`config.mk`:
```
export PLATFORM = sky130hd
export DESIGN_NAME = expr_eval
export DESIGN_NICKNAME = d
export VERILOG_FILES = /design/src/rtl/expr_eval.sv
export SDC_FILE = /design/constraint.sdc
export NUM_CORES = 1
export LEC_CHECK = 0
export CAP_MARGIN = 15
export CORE_UTILIZATION = 25
export CTS_BUF_LIST = sky130_fd_sc_hd__clkbuf_8
export DETAILED_ROUTE_END_ITERATION = 8
export HOLD_SLACK_MARGIN = 0.12
export PLACE_DENSITY = 0.41
export SLEW_MARGIN = 20
export SYNTH_ARGS = -nofsm -noshare
export SYNTH_HDL_FRONTEND = slang
export SYNTH_SLANG_ARGS = --single-unit
```
`constraint.sdc`:
```
create_clock -name clk -period 7 [get_ports clk]
set_input_delay 1.75 -clock clk [delete_from_list [all_inputs] [get_ports clk]]
set_output_delay 1.75 -clock clk [all_outputs]
set_load 0.01 [all_outputs]
```
`src/rtl/expr_eval.sv`:
```
`default_nettype none
// ============================================================================
// Module   : expr_eval
// Purpose  : Streaming evaluator for single-digit '+'/'*' expressions.
//            '*' binds tighter than '+'. Reports completeness, value and
//            sticky error and overflow flags.
// Revision : 1.0  initial release
// ============================================================================
module expr_eval #(
  parameter int WIDTH = 32
) (
  input  logic             clk,
  input  logic             clr,
  input  logic             in_valid,
  input  logic [7:0]       in,
  output logic             out,
  output logic [WIDTH-1:0] value,
  output logic             err,
  output logic             ovf
);

  typedef enum logic [1:0] {
    IDLE = 2'd0,
    NUM  = 2'd1,
    OPR  = 2'd2,
    ERR  = 2'd3
  } state_t;

  state_t             state_q, state_d;
  logic [WIDTH-1:0]   sum_q, sum_d;
  logic [WIDTH-1:0]   prod_q, prod_d;
  logic               mul_q, mul_d;
  logic [WIDTH-1:0]   value_q, value_d;
  logic               err_q, err_d;
  logic               ovf_q, ovf_d;

  logic               is_dig, is_plus, is_star;
  logic [WIDTH-1:0]   dig;
  logic [2*WIDTH-1:0] full_prod;
  logic               full_prod_ovf;
  logic [WIDTH-1:0]   prod_n;
  logic [WIDTH:0]     sum_ext;

  always_comb begin
    is_dig  = (in >= 8'h30) && (in <= 8'h39);
    is_plus = (in == 8'h2B);
    is_star = (in == 8'h2A);
    // For '0'..'9' the low nibble is exactly the digit value.
    dig     = WIDTH'(in[3:0]);

    full_prod     = {{WIDTH{1'b0}}, prod_q} * {{WIDTH{1'b0}}, dig};
    full_prod_ovf = |full_prod[2*WIDTH-1:WIDTH];
    prod_n        = ((state_q == OPR) && mul_q) ? full_prod[WIDTH-1:0] : dig;
    sum_ext       = {1'b0, sum_q} + {1'b0, prod_n};
  end

  always_comb begin
    state_d = state_q;
    sum_d   = sum_q;
    prod_d  = prod_q;
    mul_d   = mul_q;
    value_d = value_q;
    err_d   = err_q;
    ovf_d   = ovf_q;

    if (in_valid) begin
      case (state_q)
        IDLE, OPR: begin
          if (is_dig) begin
            state_d = NUM;
            prod_d  = prod_n;
            value_d = sum_ext[WIDTH-1:0];
            ovf_d   = ovf_q | sum_ext[WIDTH]
                    | ((state_q == OPR) && mul_q && full_prod_ovf);
          end else begin
            state_d = ERR;
            err_d   = 1'b1;
          end
        end
        NUM: begin
          if (is_plus) begin
            state_d = OPR;
            sum_d   = sum_q + prod_q;
            mul_d   = 1'b0;
          end else if (is_star) begin
            state_d = OPR;
            mul_d   = 1'b1;
          end else begin
            state_d = ERR;
            err_d   = 1'b1;
          end
        end
        default: begin
          state_d = ERR;
        end
      endcase
    end
  end

  always_ff @(posedge clk) begin
    if (clr) begin
      state_q <= IDLE;
      sum_q   <= '0;
      prod_q  <= '0;
      mul_q   <= 1'b0;
      value_q <= '0;
      err_q   <= 1'b0;
      ovf_q   <= 1'b0;
    end else begin
      state_q <= state_d;
      sum_q   <= sum_d;
      prod_q  <= prod_d;
      mul_q   <= mul_d;
      value_q <= value_d;
      err_q   <= err_d;
      ovf_q   <= ovf_d;
    end
  end

  assign out   = (state_q == NUM);
  assign value = value_q;
  assign err   = err_q;
  assign ovf   = ovf_q;

endmodule
`default_nettype wire

```
==> impl_metrics.csv, run 1 <==
group,metric,value,unit
synthesis,syn_avg_cell_area,7.53,um^2
clocking,cts_root_buffer,"clkbuf_8",
synthesis,ys_types,63,
sta,holdWs,0.456,ns
final_layout,layout_commonest_cell,"nand2_1",
critical_path,startpoint_type,"input pin",
final_layout,area_growth,29.8,%
synthesis,yosysSeqAreaShare,19.0,%
synthesis,synth_top_cell_area_share,19.0,%
sta,post-route-min-period,6.87,ns
sta,setup_viol,0,
synthesis,syn_area,10600,um^2
run,cap_violations,0,
critical_path,slowest_delay,0.53,ns
sta,rsz0062_at_grt,"yes",
final_layout,final_cell_mix,"214 x nand2_1, 209 x buf_4, 136 x a21oi_1, 119 x inv_1, 101 x dfxtp_1",
grt,grt_use_total,14.6,%
power,p_leak,0.00622,uW
critical_path,crit_arrival,7.19,ns
route,drt-total-wl,31700,um
hold_path,whs_path_depth,2,
place,pre_cts_ws,-0.898,ns
synthesis,synth-seq-cells,101,
sta,timing.fmax,146,MHz
hold_path,hold_class,"register to register",
floorplan,dieArea,43300,um^2
synthesis,synthFlopType,"dfxtp_1",
place,gp_congestion,0.828,
power,ir_worst_vdd,96.7,uV
critical_path,r2r_slack,1.21,ns
hold_path,hold_path_end,"value[16]$_SDFFE_PP0P_",
run_status,status,"completed",
critical_path,setup.worst_path.class,"input pin to register",
floorplan,start_util,25.3,%
synthesis,syn_nets,1585,
route,ant_nets,0,
synthesis,async_flop_share,0,%
route,viasPerCell,4.74,
hold_path,hold_start,"value[16]$_SDFFE_PP0P_",
grt,antenna_found_initial,0,
synthesis,synth_edf_count,0,
critical_path,r2r_start,"prod_q[1]$_SDFFE_PP0P_",
clocking,clk_latency,0.43,ns
critical_path,r2r_end,"ovf$_SDFFE_PP0P_",
sta,setup_tns,0,ns
clocking,htree_levels,3,
final_layout,final_cells,2170,
critical_path,rr_worst_depth,22,
floorplan,die_w,208,um
synthesis,synthesis.instances,1409,
route,wire_per_inst,14.6,um
floorplan,rows,75,
critical_path,crit_path_end_kind,"register",
sta,slew_headroom,43.5,%
critical_path,required,7.33,ns
final_layout,diodes,0,
clocking,clockBufferDepth,2,
critical_path,cpMaxStageDelayCell,"fa_1",
synthesis,ys_top_cells_by_area,"dfxtp_1 19%, ha_1 12%, fa_1 12%, nand2_1 7.7%, a21oi_1 6.9%",
clocking,clk_pin_slew,0.10,ns
sta,final_hold_viol_count,0,
critical_path,worstPathMaxFanout,4,
floorplan,die_h,208,um
grt,grt_max_degree,74,
sta,final_max_slew_viol_count,0,
floorplan,io_pins,46,
route,drc,0,
sta,finalCritPeriodShare,98.1,%
place,port_buffers,45,
grt,grt_pass1_wl,51000,um
floorplan,fp.coreArea,41900,um^2
route,vias,10285,
clocking,cts_buffers,9,
clocking,tritoncts,"built",
grt,overflow,0,
grt,grt_pass1_vias,10125,
power,power_density,73.0,nW/um^2
synthesis,synth_top_area_cell,"dfxtp_1",
sta,setup_ws,0.135,ns
clocking,cts.sinks,101,
sta,fin_skew,0.0129,ns
sta,worstMarginPinSlew,0.847,ns
place,dp_cells,2135,
route,drt-initial-drc-count,358,
synthesis,ys_warn_count,0,
route,dr.pass1.iters,4,
final_layout,final_layout_size_suffix_gt1_share,20.3,%
place,post-dp-hpwl,25800,um
final_layout,nets,1802,
-- registers in the layout (all words and copies together) (netlist names) --
name	flops
ovf	1
value	32
mul_q	1
prod_q	32
err	1
sum_q	32
state_q	2
-- metal layers --
| metal | global-route usage (%) | routed length, um |
|---|---|---|
| met3 | 2.08 | 484 |
| met2 | 26.9 | 16700 |
| met5 | 0 | 0 |
| met1 | 17.5 | 14100 |
| met4 | 3.70 | 413 |
-- final cells by class --
type / count / area (um^2)
Clock buffer: 9 / 124
Clock inverter: 7 / 42.5
Fill cell: 4572 / 28200
Inverter: 124 / 465
Multi-Input combinational cell: 1129 / 8350
Sequential cell: 101 / 2020
Tap cell: 539 / 674
Timing Repair Buffer: 261 / 2100
-- cell usage after synthesis, drive strengths merged (3+ instances only) --
cell type,number
dfxtp,101
nor4b,3
o21bai,11
nor3,27
and3,10
and2,94
and4,4
o31ai,3
a211oi,15
a21oi,147
ha,103
a211o,3
xnor2,44
nand2b,7
or4,5
a311oi,5
nand3,34
a31oi,19
nor4,7
a41oi,5
a31o,4
or3,9
a21o,31
xor2,25
nor2b,17
clkbuf,54
a221o,4
fa,62
nand4,15
o21ai,72
inv,124
nor2,85
nand2,218
o21a,13
-- worst max-delay path, delay by kind of cell --
kind | cells | cell delay (ns)
adder cells (fa/ha/maj) | 4 | 1.52
buffers and inverters | 4 | 0.39
AND/OR/NAND/NOR | 5 | 0.92
AO/OA/AOI/OAI | 11 | 2.43
XOR/XNOR | 1 | 0.16
-- through the flow --
stage | util, % | cell area (um^2) | power [uW]
finish | 32.9 | 13800 | 1010
global route | 32.9 | 13800 | 1050
CTS | 31.9 | 13400 | 1030
detailed placement | 31.0 | 13000 | 657
global placement | 31.0 | 13000 | 656
floorplan | - | 10600 | 623
-- where the power goes --
| group | total [uW] | leakage (uW) | switching [uW] | internal [uW] |
|---|---|---|---|---|
| registers | 581 | 0.000814 | 3.69 | 577 |
| logic | 65.7 | 0.00532 | 41.0 | 24.7 |
| clock network | 360 | 0.0000808 | 234 | 126 |
| total | 1010 | 0.00622 | 278 | 728 |
-- logic make-up after synthesis --
family,count (synthesis),synth area share [%]
AND/OR/NAND/NOR,539,24.2
AO/OA/AOI/OAI,354,20.7
buffers and inverters,179,6.33
adder cells (fa/ha/maj),165,23.8
flip-flops,101,19.0
XOR/XNOR,69,5.69
multiplexers,2,0.189
-- how the worst max path moves through the flow --
stage               slack [ns]  start                     end  depth (start not counted)
floorplan                 0.01  in[3]        ovf$_SDFFE_PP0P_                         23
global placement         -0.85  in[2]  value[28]$_SDFFE_PP0P_                         27
detailed placement       -0.90  in[2]  value[28]$_SDFFE_PP0P_                         27
CTS                      0.001  in[2]  value[29]$_SDFFE_PP0P_                         27
global route             -0.05  in[2]        ovf$_SDFFE_PP0P_                         25
finish                    0.13  in[2]        ovf$_SDFFE_PP0P_                         25
-- repair_timing --
action	CTS	global route
hold buffers	0	0
setup endpoints to repair	14	13
pin swaps	28	52
resized for setup	37	78
setup buffers	7	12
Power figures use the tool's default switching activity.
==> run 2: changes to the inputs <==
--- a/config.mk
+++ b/config.mk
@@ -6,6 +6,7 @@
 export NUM_CORES = 1
 export LEC_CHECK = 0
 export CAP_MARGIN = 15
+export CORE_MARGIN = 2
 export CORE_UTILIZATION = 25
 export CTS_BUF_LIST = sky130_fd_sc_hd__clkbuf_8
 export DETAILED_ROUTE_END_ITERATION = 8
==> run 2 against run 1 <==
  * Final cell count decreased by 0.88%
  * Maximum frequency increased by 0.85%
  * Clock power increased by 3%
  * Worst setup slack improved by 0.058 ns
  * Clock skew increased by 0.0036 ns
  * Worst hold slack about the same
  * Sequential share of layout area increased by 0.18 points
  * Utilization decreased by 0.40 points
  * Critical path type unchanged
  * Largest power group unchanged
==> impl_metrics.csv, run 2 (synthesized netlist as in run 1, its figures left out) <==
group,metric,value,unit
run_status,status,"completed",
clocking,cts.sinks,101,
grt,grt_max_degree,71,
grt,overflow,0,
route,vias,10266,
sta,final_max_slew_viol_count,0,
clocking,cts_root_buffer,"clkbuf_8",
route,ant_nets,0,
final_layout,final_cell_mix,"217 x nand2_1, 192 x buf_4, 139 x a21oi_1, 120 x inv_1, 101 x dfxtp_1",
floorplan,start_util,25.3,%
clocking,clk_pin_slew,0.10,ns
hold_path,hold_class,"register to register",
power,power_density,74.6,nW/um^2
clocking,cts_buffers,9,
place,dp_cells,2124,
critical_path,crit_buf_inv,3,
clocking,clk_latency,0.43,ns
critical_path,setup.worst_path.class,"input pin to register",
place,port_buffers,45,
floorplan,die_w,210,um
sta,setup_ws,0.193,ns
floorplan,rows,75,
clocking,clockBufferDepth,2,
sta,holdWs,0.456,ns
sta,setup_viol,0,
critical_path,cpMaxStageDelayCell,"fa_1",
route,drt-initial-drc-count,353,
route,drc,0,
route,wire_per_inst,14.8,um
floorplan,dieArea,44100,um^2
final_layout,nets,1783,
grt,grt_pass1_wl,51100,um
clocking,holdBufCountCts,0,
grt,grt_use_total,14.4,%
final_layout,layout_commonest_cell,"nand2_1",
critical_path,r2r_start,"prod_q[2]$_SDFFE_PP0P_",
critical_path,crit_arrival,7.13,ns
critical_path,cp-startpoint,"in[3]",
floorplan,io_pins,46,
floorplan,fp.coreArea,41900,um^2
place,gp_congestion,0.809,
power,p_leak,0.00613,uW
critical_path,cp_cell_sequence,"dlygate4sd2_1 -> and2_4 -> fa_1 -> inv_1 -> fa_1 -> inv_2 -> ha_4 -> a211o_1 -> a2111oi_4 -> o31ai_4 -> a31oi_4 -> o21ai_4 -> a31oi_4 -> o21bai_1 -> xor2_1 -> and2_1 -> ha_2 -> or4_4 -> o211ai_1 -> a31oi_4 -> o21a_1 -> nor2_4 -> o2111ai_1 -> o221a_2",
final_layout,final_cells,2151,
critical_path,crit_top_cell,"a31oi_4",
hold_path,hold_start,"value[18]$_SDFFE_PP0P_",
sta,setup_tns,0,ns
sta,final_hold_viol_count,0,
place,pre_cts_ws,-0.926,ns
route,dr.pass1.iters,5,
critical_path,worstPathMaxFanout,4,
critical_path,slowest_delay,0.53,ns
place,post-dp-hpwl,25900,um
sta,post-route-min-period,6.81,ns
clocking,htree_levels,3,
critical_path,r2r_slack,1.36,ns
final_layout,final_layout_size_suffix_gt1_share,18.3,%
floorplan,die_h,210,um
sta,finalCritPeriodShare,97.2,%
final_layout,diodes,0,
run,cap_violations,0,
route,drt-total-wl,31900,um
power,ir_worst_vdd,91.2,uV
route,viasPerCell,4.77,
clocking,tritoncts,"built",
critical_path,crit_path_end_kind,"register",
sta,timing.fmax,147,MHz
critical_path,startpoint_type,"input pin",
final_layout,area_growth,28.2,%
grt,grt_pass1_vias,9973,
sta,worstMarginPinSlew,0.835,ns
sta,fin_skew,0.0165,ns
sta,slew_headroom,44.4,%
grt,antenna_found_initial,0,
critical_path,required,7.33,ns
critical_path,path_delay_family,"compound AO/OA/AOI/OAI gates",
## run 2: changes by cell type in the layout (fill, tap and decap cells not counted), moves of 3 or more
cell	previous run	this run
buf_4	209	192
buf_6	7	3
a21oi_1	136	139
a21oi_2	11	8
ha_1	88	91
nand2_1	214	217
nor2_1	79	82
nor2_2	5	2
## run 2: where the power goes
group	internal [uW]	total, uW	switching, uW
clock	130	369	239
combinational	25.5	66.3	40.8
sequential	577	581	3.54
## run 2: routing by layer
layer	GRT usage, %	wire (um)
met5	0	0
met4	3.57	501
met3	2.00	537
met2	26.8	16700
met1	17.4	14100
## run 2: timing repair
item / in CTS / in global routing
setup buffers: 5 / 6
pin swaps: 35 / 28
setup endpoints to repair: 15 / 14
gates resized for setup: 43 / 46
hold endpoints to repair: 0 / 0
## run 2: worst paths after layout
check,end,cells past startpoint
setup / recovery,ovf$_SDFFE_PP0P_,24
hold / removal,value[18]$_SDFFE_PP0P_,2
setup reg to reg,ovf$_SDFFE_PP0P_,22
hold reg to reg,value[18]$_SDFFE_PP0P_,2
## run 2: cell type report
type                    count  area, um^2
clock buffers               9         124
clock inverters             7        51.3
fillers                  4591       28300
inverters                 124         465
multi-input cells        1129        8310
flip-flops and latches    101        2020
well taps                 539         674
repair buffers            242        1970
## run 2: stage by stage
stage / cell area, um^2 / total power (uW) / util (%)
after floorplan: 10600 / 623 / -
after global placement: 13000 / 659 / 30.9
after detailed placement: 13000 / 659 / 30.9
after CTS: 13300 / 1040 / 31.8
after global routing: 13600 / 1070 / 32.5
final: 13600 / 1020 / 32.5
## run 2: worst reg2reg max path, stage by stage (launching register included)
cell       delay [ns]
dfxtp_1          0.48
nand2_1          0.12
fa_1             0.48
fa_1             0.50
inv_2            0.06
ha_4             0.21
a211o_1          0.31
a2111oi_4        0.45
o31ai_4          0.14
a31oi_4          0.25
o21ai_4          0.09
a31oi_4          0.17
o21bai_1         0.09
xor2_1           0.17
and2_1           0.16
ha_2             0.17
or4_4            0.53
o211ai_1         0.29
a31oi_4          0.16
o21a_1           0.24
nor2_4           0.11
o2111ai_1        0.11
o221a_2          0.24
